## config.mk

```make
export PLATFORM = sky130hd
export DESIGN_NAME = conv_2d_stream_flat
export DESIGN_NICKNAME = d
export VERILOG_FILES = /design/src/rtl/conv_2d_stream_pkg.sv /design/src/rtl/conv_2d_stream_if.sv /design/src/rtl/conv_2d_stream_sat_round.sv /design/src/rtl/conv_2d_stream.sv /design/src/flat_wrapper.sv
export SDC_FILE = /design/constraint.sdc
export NUM_CORES = 2
export LEC_CHECK = 0
export BUFFER_PORTS_ARGS = -buffer_cell sky130_fd_sc_hd__buf_4
export CORE_MARGIN = 8
export CORE_UTILIZATION = 36
export CTS_BUF_LIST = sky130_fd_sc_hd__clkbuf_4
export DETAILED_ROUTE_END_ITERATION = 8
export SLEW_MARGIN = 15
export SYNTH_ARGS = -nofsm -noshare
export SYNTH_HDL_FRONTEND = slang
export SYNTH_SLANG_ARGS = --single-unit
```

## constraint.sdc

```tcl
create_clock -name clk -period 10 [get_ports clk]
set_clock_uncertainty 0.1 [all_clocks]
set_input_delay 0.5 -clock clk [delete_from_list [all_inputs] [get_ports clk]]
set_output_delay 0.5 -clock clk [all_outputs]
set_load 0.005 [all_outputs]
```

## src/rtl/conv_2d_stream_pkg.sv

```systemverilog
// conv_pkg: shared defaults, state encoding and clog2 helper for the 2-D convolver
package conv_pkg;
  localparam int K_DEF = 3;
  localparam int NB_DATA_DEF = 8;
  localparam int NB_COEFF_DEF = 8;
  localparam int NB_OUT_DEF = 8;
  localparam int SHIFT_DEF = 0;
  typedef enum logic [1:0] {KLOAD, FILL, RUN} state_t;
  function automatic int clog2(input int n);
    int r;
    r = 0;
    while ((1 << r) < n) r++;
    return r;
  endfunction
endpackage

```

## src/rtl/conv_2d_stream_if.sv

```systemverilog
// conv_2d_stream_if: column stream, kernel load and result bus of the 2-D convolver
interface conv_2d_stream_if import conv_pkg::*; #(
  parameter int K = K_DEF,
  parameter int NB_DATA = NB_DATA_DEF,
  parameter int NB_COEFF = NB_COEFF_DEF,
  parameter int NB_OUT = NB_OUT_DEF
);
  logic i_load_knl;
  logic [K*NB_COEFF-1:0] i_coeff;
  logic i_valid;
  logic i_sol;
  logic [K*NB_DATA-1:0] i_data;
  logic o_knl_ready;
  logic o_valid;
  logic signed [NB_OUT-1:0] o_pixel;
  logic o_sat;
  modport master(output i_load_knl, i_coeff, i_valid, i_sol, i_data,
                 input o_knl_ready, o_valid, o_pixel, o_sat);
  modport slave(input i_load_knl, i_coeff, i_valid, i_sol, i_data,
                output o_knl_ready, o_valid, o_pixel, o_sat);
endinterface

```

## src/rtl/conv_2d_stream_sat_round.sv

```systemverilog
// sat_round: round-half-up arithmetic right shift followed by signed saturation
module sat_round #(
  parameter int NB_IN = 20,
  parameter int NB_OUT = 8,
  parameter int SHIFT = 0
)(
  input  logic signed [NB_IN-1:0]  x,
  output logic signed [NB_OUT-1:0] y,
  output logic                     sat
);
  localparam int NB_W = NB_IN + 1;
  localparam logic signed [NB_W-1:0] HALF = NB_W'((2**SHIFT) / 2);
  localparam logic signed [NB_W-1:0] MAX = NB_W'(2**(NB_OUT-1) - 1);
  localparam logic signed [NB_W-1:0] MIN = ~MAX;
  logic signed [NB_W-1:0] r;
  logic hi, lo;
  always_comb begin
    r = (NB_W'(x) + HALF) >>> SHIFT;
    hi = r > MAX;
    lo = r < MIN;
    sat = hi | lo;
    y = hi ? MAX[NB_OUT-1:0] : lo ? MIN[NB_OUT-1:0] : r[NB_OUT-1:0];
  end
endmodule

```

## src/rtl/conv_2d_stream.sv

```systemverilog
// conv_2d_stream: KxK signed convolution over a column-streamed window with runtime kernel load
module conv_2d_stream import conv_pkg::*; #(
  parameter int K = K_DEF,
  parameter int NB_DATA = NB_DATA_DEF,
  parameter int NB_COEFF = NB_COEFF_DEF,
  parameter int NB_OUT = NB_OUT_DEF,
  parameter int SHIFT = SHIFT_DEF
)(
  input logic clk,
  input logic i_rst,
  conv_2d_stream_if.slave bus
);
  localparam int NB_PROD = NB_DATA + NB_COEFF;
  localparam int NB_ACC = NB_PROD + clog2(K*K);
  localparam int CW = clog2(K + 1);
  state_t state;
  logic [CW-1:0] knl_cnt, fill_cnt, fill_nxt;
  logic signed [NB_COEFF-1:0] knl [K][K];
  logic signed [NB_DATA-1:0] win [K][K];
  logic signed [NB_PROD-1:0] prod [K][K];
  logic signed [NB_ACC-1:0] sum, acc;
  logic signed [NB_OUT-1:0] pixel;
  logic accept, fire, last, sat, win_v, prod_v, acc_v;
  always_comb begin
    accept = bus.i_valid && !bus.i_load_knl && state != KLOAD;
    fill_nxt = bus.i_sol ? CW'(1) : fill_cnt == CW'(K) ? fill_cnt : fill_cnt + 1'b1;
    fire = accept && fill_nxt == CW'(K);
    last = knl_cnt == CW'(K - 1);
    sum = '0;
    for (int r = 0; r < K; r++)
      for (int c = 0; c < K; c++)
        sum += NB_ACC'(prod[r][c]);
  end
  sat_round #(.NB_IN(NB_ACC), .NB_OUT(NB_OUT), .SHIFT(SHIFT)) u_sat (.x(acc), .y(pixel), .sat(sat));
  always_ff @(posedge clk or posedge i_rst) begin
    if (i_rst) begin
      state <= FILL;
      knl_cnt <= '0;
      fill_cnt <= '0;
      win_v <= 1'b0;
      prod_v <= 1'b0;
      acc_v <= 1'b0;
      acc <= '0;
      bus.o_valid <= 1'b0;
      bus.o_pixel <= '0;
      bus.o_sat <= 1'b0;
      bus.o_knl_ready <= 1'b1;
      for (int r = 0; r < K; r++)
        for (int c = 0; c < K; c++) begin
          knl[r][c] <= (r == K/2 && c == K/2) ? NB_COEFF'(1) : '0;
          win[r][c] <= '0;
          prod[r][c] <= '0;
        end
    end else begin
      win_v <= fire;
      prod_v <= win_v;
      acc_v <= prod_v;
      bus.o_valid <= acc_v;
      for (int r = 0; r < K; r++)
        for (int c = 0; c < K; c++)
          prod[r][c] <= NB_PROD'(win[r][c]) * NB_PROD'(knl[r][c]);
      acc <= sum;
      if (acc_v) begin
        bus.o_pixel <= pixel;
        bus.o_sat <= sat;
      end
      if (bus.i_load_knl) begin
        // a kernel load kills every result still in flight
        for (int r = 0; r < K; r++)
          knl[r][knl_cnt] <= bus.i_coeff[r*NB_COEFF +: NB_COEFF];
        knl_cnt <= last ? '0 : knl_cnt + 1'b1;
        state <= last ? FILL : KLOAD;
        bus.o_knl_ready <= last;
        fill_cnt <= '0;
        win_v <= 1'b0;
        prod_v <= 1'b0;
        acc_v <= 1'b0;
        bus.o_valid <= 1'b0;
      end else if (accept) begin
        for (int r = 0; r < K; r++) begin
          win[r][0] <= bus.i_data[r*NB_DATA +: NB_DATA];
          for (int c = 1; c < K; c++)
            win[r][c] <= win[r][c-1];
        end
        fill_cnt <= fill_nxt;
        state <= fill_nxt == CW'(K) ? RUN : FILL;
      end
    end
  end
endmodule
```

## src/flat_wrapper.sv

```systemverilog
// flat-port wrapper written by rule: the top's interface ports become plain ports
module conv_2d_stream_flat import conv_pkg::*;
#(
  parameter int K = K_DEF,
  parameter int NB_DATA = NB_DATA_DEF,
  parameter int NB_COEFF = NB_COEFF_DEF,
  parameter int NB_OUT = NB_OUT_DEF,
  parameter int SHIFT = SHIFT_DEF
)
  (clk, i_rst, bus_i_load_knl, bus_i_coeff, bus_i_valid, bus_i_sol, bus_i_data, bus_o_knl_ready, bus_o_valid, bus_o_pixel, bus_o_sat);
  conv_2d_stream_if #(.K(K), .NB_DATA(NB_DATA), .NB_COEFF(NB_COEFF), .NB_OUT(NB_OUT)) bus_i ();
  input logic clk;
  input logic i_rst;
  input wire logic [$bits(bus_i.i_load_knl)-1:0] bus_i_load_knl;
  input wire logic [$bits(bus_i.i_coeff)-1:0] bus_i_coeff;
  input wire logic [$bits(bus_i.i_valid)-1:0] bus_i_valid;
  input wire logic [$bits(bus_i.i_sol)-1:0] bus_i_sol;
  input wire logic [$bits(bus_i.i_data)-1:0] bus_i_data;
  output wire logic [$bits(bus_i.o_knl_ready)-1:0] bus_o_knl_ready;
  output wire logic [$bits(bus_i.o_valid)-1:0] bus_o_valid;
  output wire logic [$bits(bus_i.o_pixel)-1:0] bus_o_pixel;
  output wire logic [$bits(bus_i.o_sat)-1:0] bus_o_sat;
  assign bus_i.i_load_knl = bus_i_load_knl;
  assign bus_i.i_coeff = bus_i_coeff;
  assign bus_i.i_valid = bus_i_valid;
  assign bus_i.i_sol = bus_i_sol;
  assign bus_i.i_data = bus_i_data;
  assign bus_o_knl_ready = bus_i.o_knl_ready;
  assign bus_o_valid = bus_i.o_valid;
  assign bus_o_pixel = bus_i.o_pixel;
  assign bus_o_sat = bus_i.o_sat;
  conv_2d_stream #(.K(K), .NB_DATA(NB_DATA), .NB_COEFF(NB_COEFF), .NB_OUT(NB_OUT), .SHIFT(SHIFT)) u_core (.clk(clk), .i_rst(i_rst), .bus(bus_i));
endmodule
```

==> out/metrics.sh <==
REG2REG_DEPTH=24
REMAINING_DRC_ERRORS=0
SYNTH-SEQ-AREA-SHARE=0.2247
SYNTHARSTFLOPSHARE=1.000
NUMBER_OF_GLOBAL_ROUTE_VIAS_BEFORE_REPAIR=25813
CTS_MAX_PATH_BUFFERS=3
FP.DIEW_UM=334.6
CLK_TRANSITION_REPORTED_PATHS_PS=70
CRIT_ARRIVAL_PS=7030
INITIAL_CORE_UTIL=0.3612
DESIGN_AREA_SQ_UM=40220
FLOORPLAN.IO_PINS=64
ROUTABILITYCONGESTION=0.8193
WIRE_LENGTH_OF_THE_FIRST_GLOBAL_ROUTING_PASS_MM=137.0
DIE_AREA_SQ_UM=112000
PATH_CLASS='reg -> reg'
FINAL-MAX-SLEW-VIOLATION-COUNT=0
UTILIZATION=0.3976
POST_SYNTH_NUM_CELL_TYPES=67
REPORT.FINAL.HOLD_VIOL_COUNT=0
POST_SYNTH.CELL_AREA_AVG_SQ_UM=10.50
CTS_INSERTED_BUFFERS=90
NUMBER_OF_SYNTHESIZED_FLOPS_WITH_AN_ENABLE_PIN=0
FINALCRITPERIODSHARE=0.6419
SYNTH_TOP_FLOP_CELL='sky130_fd_sc_hd__dfrtp_1'
PLACED_CELL_AREA_SQ_UM=38530
TIMING.HOLD.WORST_ENDPOINT='u_core.state[1]$_DFFE_PP0P_'
GRT_OVERFLOW=0
WORSTSKEWPAIRLATENCY_PS=870
REQUIRED_TIME_WORST_ENDPOINT_PS=10610
CTSHTREEMAXLEVEL=3
TRITONCTS='built'
FMAXACHIEVABLE_GHz=0.1558
VIASPERCELL=4.656
MULTI_INPUT_COMB_AREA_SQ_UM=25180
FIRSTDRTPASSITERS=5
TRACK_USAGE=0.1507
FF2FF_SETUP_SLACK_PS=3580
TIGHTESTPINTRANSITION_PS=1079
WORST_HOLD_SLACK_PS=279.0
IO_BUFFERS=63
GRT_START_MAX_NET_PINS=154
RSZ0062_AT_GRT='no'
CTS_POST_SETUP_BUFFERS_INSERTED=0
WORSTREG2REGEND='u_core.acc[19]$_DFF_PP0_'
VIA_COUNT=23555
MAX-CAP-VIOLATIONS=0
FINALCRITICALPERIOD_PS=6419
WORST_SLEW_MARGIN_REL=0.2746
WORSTHOLDSTART='bus_i_valid'
NUM_ROWS=117
POST_SYNTHESIS_REGISTER_BIT_COUNT=328
ANT_NETS=0
WORST_R2R_STARTPOINT='u_core.prod[113]$_DFF_PP0_'
SYNTHESIS.NETS=4431
CLOCK_ROOT_BUFFER='sky130_fd_sc_hd__clkbuf_4'
DIE-HEIGHT_UM=334.6
SETUP_TOTAL_NEGATIVE_SLACK_PS=0
SYNTHTOLAYOUTAREAGROWTH_PCT=10.06
FINAL-SETUP-VIOL-COUNT=0
GRT_ANTENNA_BEFORE_REPAIR=6
YOSYS_WARNINGS=0
CP-START-KIND='flip-flop'
HOLDCRITPATHCLASS='in -> reg'
WIRE_PER_INST_UM=15.95
FF_LATCH_AREA_SQ_UM=8212
NUM_CLOCK_SINKS=328
CRIT_PATH_END_KIND='flip-flop'
HOLD-PATH-CELL-COUNT=4
WIRELENGTH_MM=80.67
COREAREA_SQ_UM=101200
LAYOUT-DRIVE-GT1-SHARE=0.1006
FILLCELLCOUNT=9952
SYN_INST=3480
FINAL_NET_COUNT=4574
TIMING.CRITICAL_PATH.FANOUT_MAX=5
DRT_FIRST_ITER_VIOLATIONS=843
SYN-CELL-AREA_SQ_UM=36540
RESULT_OF_THE_RUN='finished, final reports clean'
PLACE.DETAILED.HPWL_MM=65.37
how the worst max path moves through the flow:
stage	startpoint	end	slack (ps)	cells after the start
finish	u_core.prod[113]$_DFF_PP0_	u_core.acc[19]$_DFF_PP0_	3580	24
floorplan	i_rst	u_core.acc[0]$_DFF_PP0_	320	1
detailed placement	u_core.prod[97]$_DFF_PP0_	u_core.acc[19]$_DFF_PP0_	3590	24
CTS	u_core.prod[113]$_DFF_PP0_	u_core.acc[19]$_DFF_PP0_	3560	24
global route	u_core.prod[113]$_DFF_PP0_	u_core.acc[19]$_DFF_PP0_	3160	24
global placement	u_core.prod[113]$_DFF_PP0_	u_core.acc[19]$_DFF_PP0_	3570	24
timing repair:
action,4_1_cts,5_1_grt
endpoints found under the hold margin,219,0
gates resized for setup,0,0
hold buffers,52,0
synthesized netlist by cell type (all sizes together) (11+ instances only):
| library cell | n | area share |
|---|---|---|
| nor2 | 84 | 0.0086 |
| o21bai | 11 | 0.0023 |
| nand2b | 63 | 0.011 |
| inv | 775 | 0.080 |
| dfrtp | 325 | 0.22 |
| a21oi | 68 | 0.0093 |
| clkbuf | 61 | 0.0063 |
| and2 | 354 | 0.061 |
| o211ai | 19 | 0.0039 |
| fa | 600 | 0.33 |
| a21o | 23 | 0.0048 |
| o21ai | 61 | 0.0084 |
| nand2 | 187 | 0.019 |
| ha | 298 | 0.10 |
| a211oi | 11 | 0.0024 |
| nand3 | 24 | 0.0033 |
| nor4 | 12 | 0.0021 |
| nor2b | 31 | 0.0053 |
| and3 | 16 | 0.0028 |
| nor3 | 23 | 0.0033 |
| xor2 | 27 | 0.0065 |
| xnor2 | 146 | 0.035 |
| mux2 | 144 | 0.044 |
registers in the layout (all words and copies together) (netlist names):
| signal | count |
|---|---|
| u_core.bus.o_knl_ready | 1 |
| u_core.bus.o_pixel | 8 |
| u_core.knl | 72 |
| u_core.win | 72 |
| u_core.fill_cnt | 2 |
| u_core.prod | 144 |
| u_core.prod_v | 1 |
| u_core.acc_v | 1 |
| u_core.win_v | 1 |
| u_core.acc | 20 |
| u_core.bus.o_sat | 1 |
| u_core.knl_cnt | 2 |
| u_core.state | 2 |
| u_core.bus.o_valid | 1 |
worst max-delay path, cell delays in order, from the launching register on:
cell and delay [ps]:
sky130_fd_sc_hd__dfrtp_1 360, sky130_fd_sc_hd__inv_1 70, sky130_fd_sc_hd__fa_1 410, sky130_fd_sc_hd__inv_1 70, sky130_fd_sc_hd__ha_1 170, sky130_fd_sc_hd__inv_1 70, sky130_fd_sc_hd__fa_1 440, sky130_fd_sc_hd__nand2b_1 180
sky130_fd_sc_hd__a21oi_1 190, sky130_fd_sc_hd__o211a_1 190, sky130_fd_sc_hd__o211ai_1 120, sky130_fd_sc_hd__o311ai_0 420, sky130_fd_sc_hd__fa_1 490, sky130_fd_sc_hd__inv_1 80, sky130_fd_sc_hd__fa_1 420, sky130_fd_sc_hd__fa_1 460
sky130_fd_sc_hd__fa_1 480, sky130_fd_sc_hd__inv_1 40, sky130_fd_sc_hd__ha_1 330, sky130_fd_sc_hd__a21oi_1 180, sky130_fd_sc_hd__nand2_1 70, sky130_fd_sc_hd__a21oi_1 150, sky130_fd_sc_hd__o211ai_1 210, sky130_fd_sc_hd__a221o_1 340
sky130_fd_sc_hd__nor4_1 260
placed cells by master (no fill, tap or decap), types with 23 or more instances in the layout:
master	instances
sky130_fd_sc_hd__xnor2_1	146
sky130_fd_sc_hd__mux2_2	144
sky130_fd_sc_hd__nand2b_1	63
sky130_fd_sc_hd__dlygate4sd3_1	52
sky130_fd_sc_hd__nor2b_1	31
sky130_fd_sc_hd__and2_1	354
sky130_fd_sc_hd__clkbuf_4	125
sky130_fd_sc_hd__a21oi_1	68
sky130_fd_sc_hd__dfrtp_1	325
sky130_fd_sc_hd__nand3_1	23
sky130_fd_sc_hd__nand2_1	187
sky130_fd_sc_hd__inv_1	774
sky130_fd_sc_hd__fa_1	600
sky130_fd_sc_hd__nor2_1	83
sky130_fd_sc_hd__buf_4	66
sky130_fd_sc_hd__xor2_1	27
sky130_fd_sc_hd__ha_1	298
sky130_fd_sc_hd__o21ai_0	61
kinds of logic after synthesis:
group,synth area share
muxes,0.04465
DFF,0.2247
buffers and inverters,0.08683
and+or+nand+nor,0.1231
adders and majority gates,0.4307
AOI/OAI and AO/OA,0.04849
xor gates and xnor gates,0.04147
layer usage:
| metal | vias to the layer above | track usage | routed length [um] |
|---|---|---|---|
| li1 | 11028 | - | - |
| met1 | 12076 | 0.2135 | 38710 |
| met2 | 350 | 0.2469 | 37740 |
| met3 | 101 | 0.01968 | 2927 |
| met4 | 0 | 0.03346 | 1289 |
| met5 | - | 0 | 0 |
layout make-up:
class | instances | area share
well taps | 1368 | 0.04256
repair buffers | 119 | 0.02576
diodes | 4 | 0.0002489
clock buffers | 125 | 0.02333
inverters | 775 | 0.07252
clock inverters | 31 | 0.005413
flip-flops and latches | 328 | 0.2042
multi-input cells | 2309 | 0.6260
metrics by stage:
step	cells	worst slack, ps
CTS	5055	3556
global placement	4847	3571
detailed placement	4847	3586
global route	5059	3163
floorplan	3480	321.9
finish	5059	3581
Power is not shown: default switching activity piles up to over one toggle a cycle in this logic, so the estimate is an artifact.
